`config.mk`:
```
export PLATFORM = sky130hd
export DESIGN_NAME = mem_stage_hs
export DESIGN_NICKNAME = d
export VERILOG_FILES = /design/src/rtl/mem_pkg.sv /design/src/rtl/mem_load_align.sv /design/src/rtl/mem_stage_hs.sv
export SDC_FILE = /design/constraint.sdc
export NUM_CORES = 1
export LEC_CHECK = 0
export BUFFER_PORTS_ARGS = -buffer_cell sky130_fd_sc_hd__buf_2
export CAP_MARGIN = 20
export CELL_PAD_IN_SITES_DETAIL_PLACEMENT = 0
export CELL_PAD_IN_SITES_GLOBAL_PLACEMENT = 1
export CORE_MARGIN = 10
export CORE_UTILIZATION = 44
export DETAILED_ROUTE_END_ITERATION = 12
export PLACE_DENSITY_LB_ADDON = 0.1
export REMOVE_ABC_BUFFERS = 1
export SLEW_MARGIN = 30
export SYNTH_ARGS = -nofsm -noshare
export SYNTH_HDL_FRONTEND = slang
export SYNTH_SLANG_ARGS = --single-unit
```
`constraint.sdc`:
```
create_clock -name clk -period 6.3 [get_ports clk]
set_clock_uncertainty 0.15 [all_clocks]
set_input_delay 1.26 -clock clk [delete_from_list [all_inputs] [get_ports clk]]
set_output_delay 1.26 -clock clk [all_outputs]
set_load 0.05 [all_outputs]
```
`src/rtl/mem_pkg.sv`:
```
// Shared definitions for the handshake MEM stage: LSU op codes, writeback-select
// bit positions, FSM states and the fixed kseg0/kseg1 address map.
package mem_pkg;

  typedef enum logic [3:0] {
    LSU_NONE = 4'd0,
    LSU_LB   = 4'd1,
    LSU_LBU  = 4'd2,
    LSU_LH   = 4'd3,
    LSU_LHU  = 4'd4,
    LSU_LW   = 4'd5,
    LSU_LWL  = 4'd6,
    LSU_LWR  = 4'd7,
    LSU_SB   = 4'd8,
    LSU_SH   = 4'd9,
    LSU_SW   = 4'd10,
    LSU_SWL  = 4'd11,
    LSU_SWR  = 4'd12
  } lsu_op_e;

  localparam int SEL_ALU   = 0;
  localparam int SEL_LOAD  = 1;
  localparam int SEL_MERGE = 2;
  localparam int SEL_NNPC  = 3;

  typedef enum logic [2:0] {
    ST_IDLE  = 3'd0,
    ST_REQ   = 3'd1,
    ST_WAIT  = 3'd2,
    ST_DONE  = 3'd3,
    ST_DRAIN = 3'd4
  } state_e;

  // kseg0/kseg1 (0x8000_0000..0xBFFF_FFFF) fold onto the low 512 MB
  function automatic logic [31:0] fixed_map(input logic [31:0] vaddr);
    logic [31:0] paddr;
    if (vaddr[31:30] == 2'b10) begin
      paddr = {3'b000, vaddr[28:0]};
    end else begin
      paddr = vaddr;
    end
    return paddr;
  endfunction

endpackage

```
`src/rtl/mem_load_align.sv`:
```
// Combinational load path: sign/zero extension of the returned word and the
// little-endian LWL/LWR merge with the old rt value, plus its byte-enable mask.
module mem_load_align
  import mem_pkg::*;
#(
  parameter int DATA_W = 32
) (
  input  logic [DATA_W-1:0]               rdata,
  input  logic [$clog2(DATA_W/8)-1:0]     off,
  input  logic [3:0]                      lsu_op,
  input  logic [DATA_W-1:0]               rt,
  output logic [DATA_W-1:0]               ext_data,
  output logic [DATA_W-1:0]               merge_data,
  output logic [DATA_W/8-1:0]             merge_we
);

  localparam int NB    = DATA_W / 8;
  localparam int OFF_W = $clog2(NB);
  localparam int SH_W  = OFF_W + 3;

  logic [SH_W-1:0]   sh_lo_s;
  logic [SH_W-1:0]   sh_hi_s;
  logic [DATA_W-1:0] shr_s;
  logic [DATA_W-1:0] src_s;
  logic [DATA_W-1:0] mask_bits_s;

  // LWL shifts left by (NB-1-off) bytes, which is ~off for a power-of-two lane count
  assign sh_lo_s = {off, 3'b000};
  assign sh_hi_s = {~off, 3'b000};
  assign shr_s   = rdata >> sh_lo_s;

  // Extension of the addressed byte/half for the plain loads
  always_comb begin
    ext_data = rdata;
    case (lsu_op)
      LSU_LB:  ext_data = {{(DATA_W-8){shr_s[7]}}, shr_s[7:0]};
      LSU_LBU: ext_data = {{(DATA_W-8){1'b0}}, shr_s[7:0]};
      LSU_LH:  ext_data = {{(DATA_W-16){shr_s[15]}}, shr_s[15:0]};
      LSU_LHU: ext_data = {{(DATA_W-16){1'b0}}, shr_s[15:0]};
      default: ext_data = rdata;
    endcase
  end

  // Partial-word merge: only the lanes covered by the mask come from memory
  always_comb begin
    merge_we    = {NB{1'b0}};
    src_s       = shr_s;
    mask_bits_s = {DATA_W{1'b0}};
    if (lsu_op == LSU_LWL) begin
      merge_we = {NB{1'b1}} << ~off;
      src_s    = rdata << sh_hi_s;
    end else if (lsu_op == LSU_LWR) begin
      merge_we = {NB{1'b1}} >> off;
      src_s    = shr_s;
    end else begin
      merge_we = {NB{1'b0}};
      src_s    = shr_s;
    end
    for (int i = 0; i < NB; i++) begin
      mask_bits_s[8*i +: 8] = {8{merge_we[i]}};
    end
    merge_data = (src_s & mask_bits_s) | (rt & ~mask_bits_s);
  end

endmodule

```
`src/rtl/mem_stage_hs.sv`:
```
// MEM pipeline stage talking to a req/addr_ok/data_ok bus; holds one bundle,
// buffers read data while WB stalls and drains an in-flight access on flush.
module mem_stage_hs
  import mem_pkg::*;
#(
  parameter int DATA_W   = 32,
  parameter int ADDR_W   = 32,
  parameter int REGNUM_W = 5,
  parameter int WTYPE_W  = 3
) (
  input  logic                  clk,
  input  logic                  rst_n,
  input  logic                  wb_allowin_in,
  output logic                  mem_allowin_out,
  input  logic                  exe_valid_in,
  output logic                  mem_valid_out,
  input  logic                  mem_flush_in,
  input  logic [3:0]            exe_sel_wbdata_in,
  input  logic [DATA_W-1:0]     exe_aluout_in,
  input  logic [3:0]            exe_lsu_op_in,
  input  logic [DATA_W-1:0]     exe_dm_wdata_in,
  input  logic [DATA_W/8-1:0]   exe_dm_we_in,
  input  logic [ADDR_W-1:0]     exe_VAddr_in,
  input  logic [DATA_W-1:0]     exe_rt_in,
  input  logic [ADDR_W-1:0]     exe_PC_in,
  input  logic [ADDR_W-1:0]     exe_NNPC_in,
  input  logic [REGNUM_W-1:0]   exe_regnum_in,
  input  logic [WTYPE_W-1:0]    exe_write_type_in,
  output logic [DATA_W-1:0]     mem_wbdata_out,
  output logic [DATA_W/8-1:0]   mem_reg_we_out,
  output logic [ADDR_W-1:0]     mem_PC_out,
  output logic [REGNUM_W-1:0]   mem_wnum_out,
  output logic [WTYPE_W-1:0]    mem_write_type_out,
  output logic                  data_req,
  output logic                  data_wr,
  output logic [DATA_W/8-1:0]   data_wstrb,
  output logic [ADDR_W-1:0]     data_addr,
  output logic [DATA_W-1:0]     data_wdata,
  input  logic                  data_addr_ok,
  input  logic                  data_data_ok,
  input  logic [DATA_W-1:0]     data_rdata
);

  localparam int NB    = DATA_W / 8;
  localparam int OFF_W = $clog2(NB);

  state_e                state_q, state_d;
  logic                  valid_q, valid_d;
  logic [3:0]            sel_q, sel_d;
  logic [3:0]            lsu_op_q, lsu_op_d;
  logic [DATA_W-1:0]     aluout_q, aluout_d;
  logic [DATA_W-1:0]     wdata_q, wdata_d;
  logic [NB-1:0]         we_q, we_d;
  logic [ADDR_W-1:0]     vaddr_q, vaddr_d;
  logic [DATA_W-1:0]     rt_q, rt_d;
  logic [ADDR_W-1:0]     pc_q, pc_d;
  logic [ADDR_W-1:0]     nnpc_q, nnpc_d;
  logic [REGNUM_W-1:0]   regnum_q, regnum_d;
  logic [WTYPE_W-1:0]    wtype_q, wtype_d;
  logic [DATA_W-1:0]     rdata_q, rdata_d;

  logic                  ready_s;
  logic                  allowin_s;
  logic                  capture_s;
  logic                  capture_mem_s;
  logic                  resp_s;
  logic [ADDR_W-1:0]     paddr_s;
  logic [DATA_W-1:0]     ext_data_s;
  logic [DATA_W-1:0]     merge_data_s;
  logic [NB-1:0]         merge_we_s;
  logic [DATA_W-1:0]     wb_s;
  logic [NB-1:0]         reg_we_s;

  // A flush blocks capture for its cycle; DRAIN blocks until the orphan response is gone
  assign ready_s       = (lsu_op_q == LSU_NONE) || (state_q == ST_DONE);
  assign allowin_s     = !mem_flush_in && (state_q != ST_DRAIN) &&
                         (!valid_q || (ready_s && wb_allowin_in));
  assign capture_s     = allowin_s && exe_valid_in;
  assign capture_mem_s = capture_s && (exe_lsu_op_in != LSU_NONE);
  assign resp_s        = ((state_q == ST_REQ) && data_addr_ok && data_data_ok) ||
                         ((state_q == ST_WAIT) && data_data_ok);

  generate
    if (ADDR_W == 32) begin : g_map
      assign paddr_s = fixed_map(vaddr_q);
    end else begin : g_nomap
      assign paddr_s = vaddr_q;
    end
  endgenerate

  mem_load_align #(.DATA_W(DATA_W)) u_align (
    .rdata      (rdata_q),
    .off        (vaddr_q[OFF_W-1:0]),
    .lsu_op     (lsu_op_q),
    .rt         (rt_q),
    .ext_data   (ext_data_s),
    .merge_data (merge_data_s),
    .merge_we   (merge_we_s)
  );

  // Stage capture, read-data buffer and bus FSM next state
  always_comb begin
    state_d  = state_q;
    valid_d  = valid_q;
    sel_d    = sel_q;
    lsu_op_d = lsu_op_q;
    aluout_d = aluout_q;
    wdata_d  = wdata_q;
    we_d     = we_q;
    vaddr_d  = vaddr_q;
    rt_d     = rt_q;
    pc_d     = pc_q;
    nnpc_d   = nnpc_q;
    regnum_d = regnum_q;
    wtype_d  = wtype_q;
    rdata_d  = resp_s ? data_rdata : rdata_q;

    if (capture_s) begin
      valid_d  = 1'b1;
      sel_d    = exe_sel_wbdata_in;
      lsu_op_d = exe_lsu_op_in;
      aluout_d = exe_aluout_in;
      wdata_d  = exe_dm_wdata_in;
      we_d     = exe_dm_we_in;
      vaddr_d  = exe_VAddr_in;
      rt_d     = exe_rt_in;
      pc_d     = exe_PC_in;
      nnpc_d   = exe_NNPC_in;
      regnum_d = exe_regnum_in;
      wtype_d  = exe_write_type_in;
    end else if (allowin_s || mem_flush_in) begin
      valid_d = 1'b0;
    end else begin
      valid_d = valid_q;
    end

    case (state_q)
      ST_IDLE: state_d = capture_mem_s ? ST_REQ : ST_IDLE;
      ST_REQ: begin
        // an accepted request whose data is not back yet must be drained
        if (mem_flush_in) begin
          state_d = (data_addr_ok && !data_data_ok) ? ST_DRAIN : ST_IDLE;
        end else if (data_addr_ok) begin
          state_d = data_data_ok ? ST_DONE : ST_WAIT;
        end else begin
          state_d = ST_REQ;
        end
      end
      ST_WAIT: begin
        if (data_data_ok) begin
          state_d = mem_flush_in ? ST_IDLE : ST_DONE;
        end else if (mem_flush_in) begin
          state_d = ST_DRAIN;
        end else begin
          state_d = ST_WAIT;
        end
      end
      ST_DONE: begin
        if (mem_flush_in) begin
          state_d = ST_IDLE;
        end else if (wb_allowin_in) begin
          state_d = capture_mem_s ? ST_REQ : ST_IDLE;
        end else begin
          state_d = ST_DONE;
        end
      end
      ST_DRAIN: state_d = data_data_ok ? ST_IDLE : ST_DRAIN;
      default:  state_d = ST_IDLE;
    endcase
  end

  // Writeback data and byte-enable select
  always_comb begin
    wb_s     = {DATA_W{1'b0}};
    reg_we_s = {NB{1'b0}};
    if (sel_q[SEL_ALU]) begin
      wb_s     = aluout_q;
      reg_we_s = {NB{1'b1}};
    end else if (sel_q[SEL_NNPC]) begin
      wb_s     = DATA_W'(nnpc_q);
      reg_we_s = {NB{1'b1}};
    end else if (sel_q[SEL_LOAD]) begin
      wb_s     = ext_data_s;
      reg_we_s = {NB{1'b1}};
    end else if (sel_q[SEL_MERGE]) begin
      wb_s     = merge_data_s;
      reg_we_s = merge_we_s;
    end else begin
      wb_s     = {DATA_W{1'b0}};
      reg_we_s = {NB{1'b0}};
    end
  end

  // Stage and FSM registers
  always_ff @(posedge clk or negedge rst_n) begin
    if (!rst_n) begin
      state_q  <= ST_IDLE;
      valid_q  <= 1'b0;
      sel_q    <= 4'd0;
      lsu_op_q <= 4'd0;
      aluout_q <= {DATA_W{1'b0}};
      wdata_q  <= {DATA_W{1'b0}};
      we_q     <= {NB{1'b0}};
      vaddr_q  <= {ADDR_W{1'b0}};
      rt_q     <= {DATA_W{1'b0}};
      pc_q     <= {ADDR_W{1'b0}};
      nnpc_q   <= {ADDR_W{1'b0}};
      regnum_q <= {REGNUM_W{1'b0}};
      wtype_q  <= {WTYPE_W{1'b0}};
      rdata_q  <= {DATA_W{1'b0}};
    end else begin
      state_q  <= state_d;
      valid_q  <= valid_d;
      sel_q    <= sel_d;
      lsu_op_q <= lsu_op_d;
      aluout_q <= aluout_d;
      wdata_q  <= wdata_d;
      we_q     <= we_d;
      vaddr_q  <= vaddr_d;
      rt_q     <= rt_d;
      pc_q     <= pc_d;
      nnpc_q   <= nnpc_d;
      regnum_q <= regnum_d;
      wtype_q  <= wtype_d;
      rdata_q  <= rdata_d;
    end
  end

  assign mem_allowin_out    = allowin_s;
  assign mem_valid_out      = valid_q && ready_s && !mem_flush_in;
  assign mem_wbdata_out     = wb_s;
  assign mem_reg_we_out     = reg_we_s;
  assign mem_PC_out         = pc_q;
  assign mem_wnum_out       = regnum_q;
  assign mem_write_type_out = wtype_q;
  assign data_req           = (state_q == ST_REQ);
  assign data_wr            = data_req && (lsu_op_q >= LSU_SB);
  assign data_wstrb         = we_q;
  assign data_addr          = paddr_s;
  assign data_wdata         = wdata_q;

endmodule
```
**Yosys cells after proc, flatten, opt, wreduce, memory -nomap -nowiden**

Index checks and enable logic that the tools add are counted.

- Register bits after elaboration: 248
- Latch bits: 0
- Bits in writable memories: 0
- Bits in read-only memories: 0
- Bits of input ports: 251
- Output and inout bits: 148
- Word-level logic and storage cells: 86
- Memories: 0

- Add/subtract/negate cells: 0
- $mul: 0
- Divide/modulo/power cells: 0
- Order comparisons: 1
- Equality and inequality tests: 12
- Shifts and indexed selects: 4
- Multiplexer cells: 27
- Bitwise gates (word level): 5
- Reductions and logical operators: 23

Operator list:

| kind | number |
|---|---|
| 32-bit two-way mux | 6 |
| 32-bit one-hot mux with 4 select lines | 1 |
| 32-bit AND | 2 |
| 32-bit inverter | 1 |
| 32-bit OR | 1 |
| 32-bit by 5-bit left shift with 32-bit output | 1 |
| 32-bit by 5-bit >> shifter with 32-bit output | 1 |
| 4-bit two-way mux | 6 |
| 3-bit two-way mux | 5 |
| 3-bit one-hot mux with 5 select lines | 1 |
| 4-bit by 3-bit equality test with 1-bit output, second input constant | 3 |
| 1-bit logical AND | 12 |
| 4-bit by 2-bit equality test with 1-bit output, second input constant | 2 |
| 2-bit two-way mux | 4 |
| 3-bit by 2-bit equality test with 1-bit output, second input constant | 2 |
| 4-bit by 1-bit equality test with 1-bit output, second input constant | 1 |
| 4-bit greater-or-equal comparator, second input constant | 1 |
| 4-bit zero test | 1 |
| 1-bit logical OR | 4 |
| 1-bit two-way mux | 4 |
| 4-bit nonzero test | 1 |
| 4-bit by 2-bit left shift with 4-bit output, first input constant | 1 |
| 4-bit by 2-bit >> shifter with 4-bit output, first input constant | 1 |
| 3-bit by 1-bit equality test with 1-bit output, second input constant | 1 |
| 7 further kinds | 9 |

**Logic depth before layout (Yosys ltp)**

Gate-level depths: netlist of run 1.

- Depth in word-level cells: 11
- Gate-level depth with buffers: 8
- Mapped depth without buffers: 5

**Hierarchy**

Synthesis of run 1 repeated with hierarchy kept, for this count alone.

- Cells, all modules: 1,043
- Area, all modules: 13,316.5 um^2

By module, submodules not included:

| module | times used | cells each | area an instance (um^2) | seq. area each (um^2) |
|---|---|---|---|---|
| mem_stage_hs | 1 | 751 | 11,463.5 | 6,206.0 |
| mem_load_align | 1 | 292 | 1,853.0 | 0.0 |

**Worst setup path before layout of run 1**

OpenSTA, ideal clock, no wires.

- Kind: register -> output
- Start: register vaddr_q[0]
- End: output mem_wbdata_out[24]
- Arrival: 2.816 ns
- Required time: 4.890 ns
- Path slack: 2.074 ns
- Cell stages (with the launch flop): 9
- Path buffers: 3
- Cells stage by stage: dfrtp_1 > buf_2 > buf_2 > buf_2 > nor2_1 > nor2_1 > o21ai_0 > o221ai_1 > a221oi_1

- Longest elaborated chain between the ends: 10
- Elaborated cells between the ends (all ways): 17
- Those cells by class: shift (4); mux (8); bitwise (5)

Ends and longest elaborated chain:

| element | RTL line | RTL |
|---|---|---|
| start: declaration | mem_stage_hs.sv:54 | `logic [ADDR_W-1:0] vaddr_q, vaddr_d;` |
| start signal: assignment | mem_stage_hs.sv:204 | `vaddr_q <= {ADDR_W{1'b0}};` |
| start signal: assignment | mem_stage_hs.sv:219 | `vaddr_q <= vaddr_d;` |
| branches (longest 7 deep; another with 32-bit by 5-bit left shift with 32-bit output) | -- |  |
| 32-bit two-way mux * | mem_stage_hs.sv:182 | `end else if (sel_q[SEL_LOAD]) begin` |
| 32-bit two-way mux * | mem_stage_hs.sv:179 | `end else if (sel_q[SEL_NNPC]) begin` |
| 32-bit two-way mux * | mem_stage_hs.sv:176 | `if (sel_q[SEL_ALU]) begin` |
| end: declaration | mem_stage_hs.sv:29 | `output logic [DATA_W-1:0] mem_wbdata_out,` |

Mark *: on every way between the ends.

**Worst setup path in the final report of run 1**

- Start: register vaddr_q[0]
- End: output mem_wbdata_out[18]

Same word-level chain as after synthesis.

==> summary.md, run 1 <==
| Metric | Value |
|---|---|
| IO Count | `399` |
| Total global-route track usage | `0.2179` |
| Cell Area, Synth | `12480 sq um` |
| Vias per cell | `5.339` |
| Iteration-0 DRC Markers | `503` |
| Sequential Area | `6207 sq um` |
| Busiest layer in global routing | `met2` |
| Largest net degree at the start of global routing | `122` |
| Register area share after synthesis | `0.4971` |
| Slew headroom | `0.3072` |
| Fillcell total | `2423` |
| Commonest non-fill, non-tap cell in the layout | `buf_2` |
| GP Congestion | `0.8205` |
| CTS Buf Count | `29` |
| Slew Limit Fails | `0` |
| Routed len/inst | `23.67 um` |
| Area delta synth->final | `24.74%` |
| Post-Syn Instances | `950` |
| FMAX | `191.3 MHz` |
| Grt ovf | `0` |
| GR met1 Demand/Resource | `0.2757` |
| Initial Utilization | `0.4481` |
| P_leak | `7.449 nW` |
| Total of max-cap violations | `0` |
| Root buf cell | `clkbuf_16` |
| Clock tree buffer depth | `3` |
| EDFF count, synth | `0` |
| Vias | `9103` |
| Sequential share of power | `0.329` |
| #FFs+latches synth | `248` |
| Clock sinks | `248` |
| Endpoints failing setup | `0` |
| Setup Buffers After CTS | `0` |
| Sw Ratio | `0.4286` |
| Final period util | `0.8297` |
| Combinational power share | `0.442` |
| Die area | `35510 sq um` |
| Site Rows | `61` |
| Worst VDD drop | `0.2665 mV` |
| Design area | `15570 sq um` |
| Synth Area per Inst | `13.14 sq um` |
| YS warnings | `0` |
| Core Box Area | `27860 sq um` |
| Critical path peak fanout | `42` |
| Design Power | `7.712 mW` |
| Post-DP HPWL | `29520 um` |
| Synth cell types | `50` |
| Post-CTS Resized | `0` |
| # DRC | `0` |
| TritonCTS clock tree | `built` |
| Hold Path Class | `register to register` |
| P_sw | `3.305 mW` |
| Endpoints failing hold | `0` |
| CP Data Required Time | `4.89 ns` |
| Worst-margin pin slew | `1.039 ns` |
| Die Y | `188.4 um` |
| CTS clk-pin slew, worst paths | `0.06 ns` |
| Die X | `188.4 um` |
| Vias in the first global route | `9770` |
| IO Port Bufs | `398` |
| Met2 GRT Util | `0.3540` |
| Drt first pass iters | `5` |
| Met3 Track Usage GR | `0.07201` |
| Pwr/cell area | `495.2 nW/um^2` |
| Arrival @ worst endpoint | `3.82 ns` |
| Asr flop ratio synth | `1.000` |
| Final wirelength | `40360 um` |
| Fin nets | `1552` |
| Setup crit end kind | `output pin` |
| Synth Flop Type | `dfrtp_1` |
| Layout cells sized above 1 | `0.5658` |
| Most frequent cells in the layout | `buf_2, dfrtp_1, mux2_4` |
| Clock Power Share | `0.229` |
| Hold_buf cts | `0` |
| Fin crit period | `5.227 ns` |
| Clock Latency Late Sink | `0.55 ns` |
| H-tree Lvls | `1` |
| CP Class | `register to output pin` |
| Status | `complete, no violations` |
| Critical path launch point type | `register` |
| Antenna violation net count after detailed routing | `0` |
| Setup repair after global routing missed its margin | `false` |
| Internal power | `4.406 mW` |
| Antenna violations before repair | `10` |
| Global-route wire length before repair | `61000 um` |
| Multi-input gate area | `5673 sq um` |
| Area after DPL | `14550 sq um` |
==> stage by stage <==
stage	util	std cells	hold slack, ns	setup WS (ns)	TNS, ns
after floorplan	-	853	0.3150	-0.3596	-59.56
after global placement	0.5213	1647	0.3197	1.759	0
after detailed placement	0.5223	1648	0.3262	1.672	0
after CTS	0.5585	1700	0.3405	1.089	0
after global routing	0.5585	1700	0.3538	0.9634	0
final	0.5589	1705	0.3375	1.073	0
==> final timing paths <==
kind                             start  slack (ns)  cells past startpoint            endpoint
max                         vaddr_q[0]        1.07                      6  mem_wbdata_out[18]
min                        vaddr_q[12]        0.34                      1         vaddr_q[12]
max reg2reg                lsu_op_q[0]        2.69                      6         aluout_q[5]
min reg2reg                vaddr_q[12]        0.34                      1         vaddr_q[12]
max in group asynchronous        rst_n        4.49                      2          nnpc_q[18]
min in group asynchronous        rst_n        0.46                      1             valid_q
==> worst max-delay path: stages (launching register included) <==
cell     delay [ns]
dfrtp_2        0.70
nor2b_1        0.73
a22oi_1        0.22
a21oi_1        0.29
a41oi_2        0.53
a31oi_1        0.45
buf_2          0.33
==> metal layers <==
metal | wire length (um) | vias up
met2 | 19100 | 327
met5 | 59 | -
met1 | 16880 | 4520
met4 | 877 | 8
li1 | - | 4196
met3 | 3438 | 52
==> kinds of logic (layout without fill, tap and decap cells) <==
group	after synthesis	count (layout)	synth area share
muxes	284	284	0.2977
buffers and inverters	102	474	0.05212
other	0	5	0
AOI/OAI and AO/OA	168	168	0.09622
DFF	248	248	0.4971
and+or+nand+nor	148	148	0.05683
==> synthesized netlist by cell type, types with 2 or more instances <==
library cell  count  area [sq um]
dfrtp_1         248          6206
mux2_4          135          2027
mux2_2          125          1408
nand2_1          56         210.2
buf_4            29         217.7
nor2_1           27         101.4
o22ai_1          27         168.9
clkbuf_1         26         97.59
nand3_1          26         130.1
a21oi_1          23         115.1
mux2_1           23         259.0
o221ai_1         22         192.7
a31oi_1          19         118.9
buf_2            19         95.09
buf_6            18         202.7
o21ai_0          18         90.09
o211ai_1         17         127.6
nor3_1            9         45.04
a211oi_1          8         60.06
a22oi_1           8         60.06
o221a_2           8         90.09
a221oi_1          6         52.55
buf_1             5         18.77
nor2b_1           5         31.28
and2_1            4         25.02
inv_1             4         15.01
nand2b_1          4         25.02
and3b_1           3         26.28
nor3b_1           3         22.52
a211oi_2          2         25.02
a21boi_0          2         15.01
a21o_1            2         15.01
or2_2             2         12.51
==> sequential cells by signal, indices dropped and copies added, names as in the netlist <==
register and cells:
aluout_q 32, data_wdata 32, mem_PC_out 32, nnpc_q 32
rdata_q 32, rt_q 32, vaddr_q 32, mem_wnum_out 5
data_wstrb 4, lsu_op_q 4, sel_q 4, mem_write_type_out 3
state_q 3, valid_q 1
==> power by group through the flow <==
stage	clock network [mW]	registers (mW)	logic, mW
2_1_floorplan	0	3.10	1.88
3_3_place_gp	0	2.53	3.41
3_5_place_dp	0	2.55	3.43
4_1_cts	1.80	2.53	3.44
5_1_grt	1.88	2.61	3.60
6_report	1.76	2.54	3.41
==> cell type report <==
class                   instances  share of cell area
clock buffers                  43             0.05512
inverters                       5            0.001205
well taps                     378             0.03037
clock inverters                 9            0.009723
multi-input cells             600              0.3643
repair buffers                417              0.1398
flip-flops and latches        248              0.3986
diodes                          5           0.0008035
Note: power is estimated with default switching activity, not from simulation.
==> inputs of run 2 (changes only) <==
- ABC_AREA: unset -> 1
- CORE_UTILIZATION: 44 -> 33
- clock period: 6.3 -> 4.4 ns (I/O delays scaled with it)
==> run 2 against run 1 <==
Compared with the run above:
- combinational power grew 50%
- clock-buffer cell count rose by 3
- global-route usage shrank 1.5 points
- clock power up 50%
- via count is 40% higher
- critical path depth up 4
- final area is 3.9% higher
- register-to-register slack got worse by 1.1 ns
- critical endpoint is now mem_wbdata_out[15]
==> summary.md, run 2 <==
| Metric | Value |
|---|---|
| Routed len/inst | `18.82 um` |
| Fillcell total | `4214` |
| Clock tree buffer depth | `3` |
| EDFF count, synth | `0` |
| Drt first pass iters | `5` |
| Endpoints failing setup | `0` |
| Top-count cell post-synth | `nand2_1` |
| Clock Latency Late Sink | `0.58 ns` |
| Synth Area per Inst | `7.228 sq um` |
| Die X | `218.5 um` |
| Hold_buf cts | `0` |
| TritonCTS clock tree | `built` |
| Status | `complete, no violations` |
| Pre-CTS setup slack | `0.9224 ns` |
| Setup ws final | `0.4021 ns` |
| Die Y | `218.5 um` |
| Slew Limit Fails | `0` |
| Endpoints failing hold | `0` |
| FMAX | `250.1 MHz` |
| CP Data Required Time | `3.37 ns` |
| Setup crit end kind | `output pin` |
| Initial Utilization | `0.3347` |
| Post-Syn Instances | `1798` |
| CTS clk-pin slew, worst paths | `0.06 ns` |
| Register area share after synthesis | `0.4775` |
| Arrival @ worst endpoint | `2.97 ns` |
| Most frequent cells in the layout | `nand2_1, buf_2, nand3_1` |
| Cell Area, Synth | `13000 sq um` |
| Total of max-cap violations | `0` |
| Synth cell types | `27` |
| Clock sinks | `248` |
| Vias per cell | `4.807` |
| Synth Flop Type | `dfrtp_1` |
| Setup Buffers After CTS | `0` |
| Vias in the first global route | `12890` |
| Top cells by area, synth | `dfrtp_1, nand2_1, nand3_1` |
| Min Hold Slack | `0.1901 ns` |
| YS warnings | `0` |
| Die area | `47720 sq um` |
| Vias | `12730` |
| Placed cell count | `2587` |
| Worst R2R Setup Slack | `1.63 ns` |
| Antenna violation net count after detailed routing | `0` |
| Total global-route track usage | `0.2032` |
| Worst-margin pin slew | `0.8403 ns` |
| Antenna violations before repair | `22` |
| Fin cells | `2648` |
| Yosys top cell by area | `dfrtp_1` |
| #FFs+latches synth | `248` |
| Hold Path Class | `input pin to asynchronous set/reset pin` |
| Final period util | `0.9086` |
| Setup repair after global routing missed its margin | `false` |
| H-tree Lvls | `1` |
| Iteration-0 DRC Markers | `717` |
| Area delta synth->final | `24.51%` |
| Fin crit period | `3.998 ns` |
| CTS Buf Count | `30` |
| Slew headroom | `0.4398` |
| Fin nets | `2352` |
| Yosys top cell area share | `0.4775` |
| IO Port Bufs | `398` |
| Core Box Area | `38830 sq um` |
| Multi-input gate area | `5747 sq um` |
| Post-DP HPWL | `35280 um` |
| Root buf cell | `clkbuf_16` |
| Largest net degree at the start of global routing | `151` |
| Site Rows | `72` |
| GP Congestion | `0.8529` |
| Critical path peak fanout | `26` |
| CP Class | `register to output pin` |
| Post-CTS Resized | `0` |
| Worst VDD drop | `0.3889 mV` |
| Post-synth top cells | `nand2_1, nand3_1, dfrtp_1` |
| Global-route wire length before repair | `76830 um` |
| Asr flop ratio synth | `1.000` |
| Critical path launch point type | `register` |
| Final wirelength | `49840 um` |
| Pwr/cell area | `692.5 nW/um^2` |
| Sequential Area | `6207 sq um` |
| IO Count | `399` |
| Layout cells sized above 1 | `0.2383` |
| Grt ovf | `0` |
| P_leak | `8.951 nW` |
| Commonest non-fill, non-tap cell in the layout | `nand2_1` |
| # DRC | `0` |
-- run 2: cell count changes in the layout (fill, tap and decap cells not counted), moves of 54 or more --
cell | previous run | this run
mux2_2 | 125 | 11
nand2_1 | 56 | 718
nand3_1 | 26 | 289
a21oi_1 | 22 | 80
inv_1 | 4 | 58
mux2_4 | 135 | 0
nor2_1 | 27 | 158
-- run 2: final timing paths --
path / start / to / cells past startpoint
setup / recovery: vaddr_q[0] / mem_wbdata_out[15] / 10
hold / removal: rst_n / aluout_q[31] / 1
setup reg to reg: lsu_op_q[0] / rt_q[8] / 11
hold reg to reg: mem_PC_out[20] / mem_PC_out[20] / 2
max in group asynchronous: rst_n / rdata_q[20] / 2
min in group clk: mem_PC_out[20] / mem_PC_out[20] / 2
-- run 2: kinds of logic (layout without fill, tap and decap cells) --
kind of cell | after synthesis | count (layout) | share of synthesized area
AO/OA/AOI/OAI | 135 | 135 | 0.05420
buffers and inverters | 215 | 540 | 0.08154
flip-flops | 248 | 248 | 0.4775
multiplexers | 14 | 14 | 0.01213
other | 0 | 7 | 0
AND/OR/NAND/NOR | 1186 | 1186 | 0.3746
-- run 2: routing by layer --
layer | track usage | wire, um | up-vias | share of wire
met1 | 0.2550 | 21130 | 6000 | 0.42
met2 | 0.3376 | 23950 | 314 | 0.48
met5 | 0 | 173 | - | 0.0035
met3 | 0.06920 | 3969 | 72 | 0.080
met4 | 0.03078 | 616 | 28 | 0.012
li1 | - | - | 6315 | -
-- run 2: final cells by class --
| class | count | area share |
|---|---|---|
| clock inverter | 8 | 0.008892 |
| clock buffer | 46 | 0.05691 |
| timing repair buffer | 419 | 0.1385 |
| multi-input combinational | 1335 | 0.3551 |
| sequential | 248 | 0.3836 |
| tap | 518 | 0.04005 |
| antenna | 7 | 0.001083 |
| inverter | 67 | 0.01585 |
-- run 2: metrics by stage --
| step | power, mW | area [sq um] | TNS, ns | util |
|---|---|---|---|---|
| 6_report | 11.21 | 16180 | 0 | 0.4168 |
| 5_1_grt | 12.02 | 16170 | 0 | 0.4165 |
| 4_1_cts | 11.39 | 16160 | 0 | 0.4163 |
| 3_5_place_dp | 8.680 | 15100 | 0 | 0.3889 |
| 3_3_place_gp | 8.654 | 15100 | 0 | 0.3889 |
| 2_1_floorplan | 7.032 | 12190 | -300.34 | - |
-- run 2: power by group --
part / internal [mW] / switching (mW)
clock: 1.61 / 1.03
sequential: 2.97 / 0.477
combinational: 1.30 / 3.82
total: 5.89 / 5.32
-- run 2: critical path, stage by stage, from the launching register on --
cell	delay, ns
dfrtp_1	0.39
inv_2	0.35
nand2_1	0.12
nand3_1	0.16
nand3_2	0.21
nand2_2	0.46
o21ai_0	0.14
nand3_1	0.13
nand2_1	0.06
nand2_1	0.07
buf_2	0.27
